## src/rtl/multiword_add_seq_pkg.sv

```systemverilog
// Shared types and defaults for the sequential multi-word adder/subtractor.
package addseq_pkg;

   typedef enum logic {S_FIRST, S_MID} addseq_state_t;

   localparam int ADDSEQ_DEFAULT_N = 8;

endpackage

```

## src/rtl/ripple_adder.sv

```systemverilog
// N-bit ripple-carry adder: one full adder per bit, carry rippling LSB to MSB.
module ripple_adder #(
   parameter int N = 8
) (
   input  logic [N-1:0] i_a,
   input  logic [N-1:0] i_b,
   input  logic         i_cin,
   output logic [N-1:0] o_sum,
   output logic         o_cout
);

   logic [N:0] w_c;

   assign w_c[0] = i_cin;

   for (genvar i = 0; i < N; i++) begin : g_fa
      assign o_sum[i]  = i_a[i] ^ i_b[i] ^ w_c[i];
      assign w_c[i+1]  = (i_a[i] & i_b[i]) | (w_c[i] & (i_a[i] ^ i_b[i]));
   end

   assign o_cout = w_c[N];

endmodule

```

## src/rtl/multiword_add_seq.sv

```systemverilog
// Sequential multi-word add/sub: one N-bit chunk per beat, LS chunk first, carry held across beats.
// Define OVERFLOW_DETECT_EN to add the out_ovf signed-overflow output.
//
// state   | meaning
// S_FIRST | next accepted beat starts a new operation (uses in_sub as carry-in)
// S_MID   | mid-operation; next beat uses latched sub and carry
module multiword_add_seq
   import addseq_pkg::*;
#(
   parameter int N = ADDSEQ_DEFAULT_N
) (
   input  logic         clk,
   input  logic         rst_n,
   input  logic         in_valid,
   output logic         in_ready,
   input  logic [N-1:0] in_a,
   input  logic [N-1:0] in_b,
   input  logic         in_sub,
   input  logic         in_last,
   output logic         out_valid,
   input  logic         out_ready,
   output logic [N-1:0] out_sum,
   output logic         out_last,
`ifdef OVERFLOW_DETECT_EN
   output logic         out_ovf,
`endif
   output logic         out_cout
);

   addseq_state_t r_state;
   logic          r_carry_q;
   logic          r_sub_q;
   logic          r_out_valid;
   logic [N-1:0]  r_out_sum;
   logic          r_out_last;
   logic          r_out_cout;

   logic          w_first;
   logic          w_sub;
   logic          w_cin;
   logic [N-1:0]  w_b_eff;
   logic [N-1:0]  w_sum;
   logic          w_cout;
   logic          w_in_xfer;

   assign w_first   = (r_state == S_FIRST);
   assign w_sub     = w_first ? in_sub : r_sub_q;
   assign w_cin     = w_first ? in_sub : r_carry_q;
   assign w_b_eff   = in_b ^ {N{w_sub}};
   assign in_ready  = !r_out_valid || out_ready;
   assign w_in_xfer = in_valid && in_ready;

   ripple_adder #(.N(N)) u_adder (
      .i_a    (in_a),
      .i_b    (w_b_eff),
      .i_cin  (w_cin),
      .o_sum  (w_sum),
      .o_cout (w_cout)
   );

`ifdef OVERFLOW_DETECT_EN
   logic r_out_ovf;
   logic w_ovf;

   assign w_ovf   = in_last && (in_a[N-1] == w_b_eff[N-1]) && (w_sum[N-1] != in_a[N-1]);
   assign out_ovf = r_out_ovf;

   always_ff @(posedge clk or negedge rst_n) begin
      if (!rst_n) begin
         r_out_ovf <= 1'b0;
      end else if (w_in_xfer) begin
         r_out_ovf <= w_ovf;
      end
   end
`endif

   always_ff @(posedge clk or negedge rst_n) begin
      if (!rst_n) begin
         r_state     <= S_FIRST;
         r_carry_q   <= 1'b0;
         r_sub_q     <= 1'b0;
         r_out_valid <= 1'b0;
         r_out_sum   <= '0;
         r_out_last  <= 1'b0;
         r_out_cout  <= 1'b0;
      end else if (w_in_xfer) begin
         r_carry_q   <= w_cout;
         if (w_first) begin
            r_sub_q <= in_sub;
         end
         r_state     <= in_last ? S_FIRST : S_MID;
         r_out_valid <= 1'b1;
         r_out_sum   <= w_sum;
         r_out_last  <= in_last;
         r_out_cout  <= w_cout & in_last;
      end else if (r_out_valid && out_ready) begin
         r_out_valid <= 1'b0;
      end
   end

   assign out_valid = r_out_valid;
   assign out_sum   = r_out_sum;
   assign out_last  = r_out_last;
   assign out_cout  = r_out_cout;

endmodule

```

## config.mk

```make
export PLATFORM = sky130hd
export DESIGN_NAME = multiword_add_seq
export DESIGN_NICKNAME = d
export VERILOG_FILES = /design/src/rtl/multiword_add_seq_pkg.sv /design/src/rtl/ripple_adder.sv /design/src/rtl/multiword_add_seq.sv
export SDC_FILE = /design/constraint.sdc
export NUM_CORES = 1
export LEC_CHECK = 0
export CORE_AREA = 2 2 46 57
export CTS_CLUSTER_DIAMETER = 40
export DETAILED_ROUTE_END_ITERATION = 10
export DIE_AREA = 0 0 48 59
export PLACE_DENSITY = 0.83
export SLEW_MARGIN = 15
export SYNTH_ARGS = -nofsm -noshare
export SYNTH_HDL_FRONTEND = slang
export SYNTH_SLANG_ARGS = --single-unit
```

## constraint.sdc

```tcl
create_clock -name clk -period 5.2 [get_ports clk]
set_input_delay 1.56 -clock clk [delete_from_list [all_inputs] [get_ports clk]]
set_output_delay 1.56 -clock clk [all_outputs]
set_load 0.005 [all_outputs]
```

==> flow_summary_export.csv <==
group,metric,value,unit
timing,finalCriticalPeriod,5.041,ns
place,dp_hpwl,1.288,mm
drt,vias,600,
drt,antenna_left,0,
critical_path,crit_buf_inv,3,
yosys,synthTopCellsByArea,"dfrtp_1 (40%), fa_1 (18%), mux2_4 (6.9%)",
finish,final_core_util,57.17,%
drt,drt_iter0_drc,2,
timing,max_freq,198.4,MHz
timing,rsz0062_at_grt,"no",
place,port_buffers,33,
die,design.die.area,2832,µm²
finish,drive_gt1_share,19.42,%
run_status,outcome,"complete, no violations",
yosys,ys.flop_type,"dfrtp_1",
finish,fin_nets,134,
timing,slew_headroom,58.37,%
yosys,synth.net_count,95,
critical_path,arrival,5.22,ns
global_routing,grt_pass1_vias,576,
yosys,async_flop_share,100.0,%
critical_path,startpoint_type,"input port",
die,fp.dieW,48,µm
yosys,synth_area_per_cell,13.46,µm²
critical_path,cp.required,5.38,ns
clock_network,cts_sinks,14,
critical_path,path_cells,"clkdlybuf4s50_1 > xnor2_2 > fa_2 > fa_1 > inv_1 > fa_1 > fa_1 > fa_1 > fa_2 > fa_1 > inv_1 > fa_1 > mux2_4",
critical_path,r2r_slack,1.19,ns
drt,drt-total-wl,1.578,mm
yosys,yosysWarningCount,0,
yosys,yosys_register_bits,14,
drt,wire_per_inst,11.78,µm
power_and_ir_drop,powerDensity,392.7,nW/µm²
global_routing,use_met3,3.659,%
min_path,worst_hold_startpoint,"out_cout",
die,die_h,59,µm
yosys,synth_commonest_cells,"dfrtp_1 (14), inv_1 (12), fa_1 (8), mux2i_1 (5), xor2_1 (5)",
global_routing,grt_use_total,12.32,%
global_routing,antenna_found_initial,0,
clock_network,clkTransAtPathRegs,0.08,ns
clock_network,clk_path_buf_depth,2,
place,gp_congestion,0.6344,
yosys,yosysUniqueCellTypes,18,
yosys,synth_cells,65,
global_routing,gr-usage-met1,12.03,%
drt,routed_via_density,4.478,
global_routing,grt_pass1_wl,2.318,mm
power_and_ir_drop,leakagePower,0.5973,nW
die,rows,19,
timing,period_share,96.94,%
clock_network,cts_tree,"yes",
critical_path,crit_path_top_delay_cell,"clkdlybuf4s50_1",
timing,final.setup_skew,0.0007395,ns
global_routing,globalRouteMet2Util,21.14,%
timing,tightest_slew,0.6225,ns
critical_path,critPathCaptureType,"flop",
clock_network,cts_root_buffer,"clkbuf_4",
global_routing,grt_busiest_layer,"met2",
place,dpl_cell_area,1244,µm²
global_routing,grt_max_degree,15,
die,core-area,2258,µm²
yosys,ys_seq_area_share,40.06,%
finish,stdcell_area,1291,µm²
clock_network,clock_latency,0.28,ns
die,ioPinCount,34,
job,drv_cap,0,
critical_path,critical_path_peak_fanout,1,
clock_network,cts_setup_buffers,0,
finish,syn2layout_area_growth,47.64,%
clock_network,htreeDepth,1,
critical_path,critPathLaunch,"in_b[0]",
drt,drt_pass1_iterations,4,
clock_network,cts_buffers,3,
drt,drc,0,
timing,drv_slew,0,
critical_path,r2r_start,"r_state",
global_routing,grt_overflow,0,
timing,setup_viol,0,
timing,hold_viol_final,0,
yosys,synth_edf_count,0,
clock_network,holdBufCountCts,0,
yosys,yosysTopAreaCell,"dfrtp_1",
min_path,hp-class,"reg -> reg",
finish,diodes,0,
critical_path,cpMostUsedCell,"fa_1",
yosys,synth.most_common_cell,"dfrtp_1",
yosys,synth_top_cell_area_share,40.06,%
critical_path,cpLargestDelayFamily,"adder cells",
die,start_util,38.73,%
critical_path,max_stage_delay,0.51,ns
critical_path,crit_type,"in -> reg",
power_and_ir_drop,max-vdd-ir-drop,168.6,µV
yosys,synth_area,874.6,µm²
metal layers:
metal	share of wire [%]	wire length (µm)
met5	0	0
met3	9.3	146
met1	36	570
met2	52	814
met4	2.9	46
power breakdown:
group          leakage, nW  internal (mW)  switching (mW)
logic                0.413          0.161          0.0929
registers            0.163          0.151          0.0241
clock network       0.0210         0.0427          0.0358
layout by cell type (no fill, tap or decap), drive strengths merged, types with 3 or more instances in the layout:
master / netlist / final
buf: 2 / 3
clkbuf: 0 / 4
clkdlybuf4s50: 0 / 32
dfrtp: 14 / 14
fa: 8 / 8
inv: 12 / 12
mux2: 7 / 7
mux2i: 6 / 6
xnor2: 3 / 3
xor2: 5 / 5
path summary, 6_finish.rpt:
check	depth (start not counted)	endpoint
setup / recovery	13	out_sum[7]
hold / removal	1	out_cout
setup reg to reg	13	out_sum[7]
hold reg to reg	1	out_cout
max in group asynchronous	1	out_last
min in group asynchronous	1	r_sub_q
registers in the layout (all words and copies together) (netlist names):
signal,count
out_cout,1
out_last,1
out_sum,8
out_valid,1
r_carry_q,1
r_state,1
r_sub_q,1
cell families after synthesis:
family / after synthesis / synth area share [%]
buffers and inverters: 14 / 7.725
flip-flops: 14 / 40.06
multiplexers: 13 / 19.03
XOR/XNOR: 8 / 8.012
adder cells (fa/ha/maj): 8 / 18.31
AND/OR/NAND/NOR: 5 / 4.436
AO/OA/AOI/OAI: 3 / 2.432
stage by stage:
stage / hold slack (ns) / setup TNS, ns / power [mW] / std cells / worst slack, ns
floorplan: 0.4757 / 0 / 0.3033 / 65 / 0.04609
global placement: 0.4815 / -0.5756 / 0.4217 / 130 / -0.3685
detailed placement: 0.4932 / -0.7016 / 0.4331 / 130 / -0.4034
CTS: 0.5111 / 0 / 0.5140 / 134 / 0.09609
global route: 0.5174 / 0 / 0.5511 / 134 / 0.04146
finish: 0.5042 / 0 / 0.5071 / 134 / 0.1590
area by class of cell:
class	instances	area (µm²)
timing repair buffer	36	351.6
fill	204	967.2
multi-input combinational	37	469.2
tap	31	38.79
clock buffer	4	36.28
inverter	12	45.04
sequential	14	350.3
repair_timing:
item	4_1_cts	5_1_grt
setup endpoints to repair	1	1
pin swaps	0	2
resized for setup	2	2
Power figures use the tool's default switching activity.
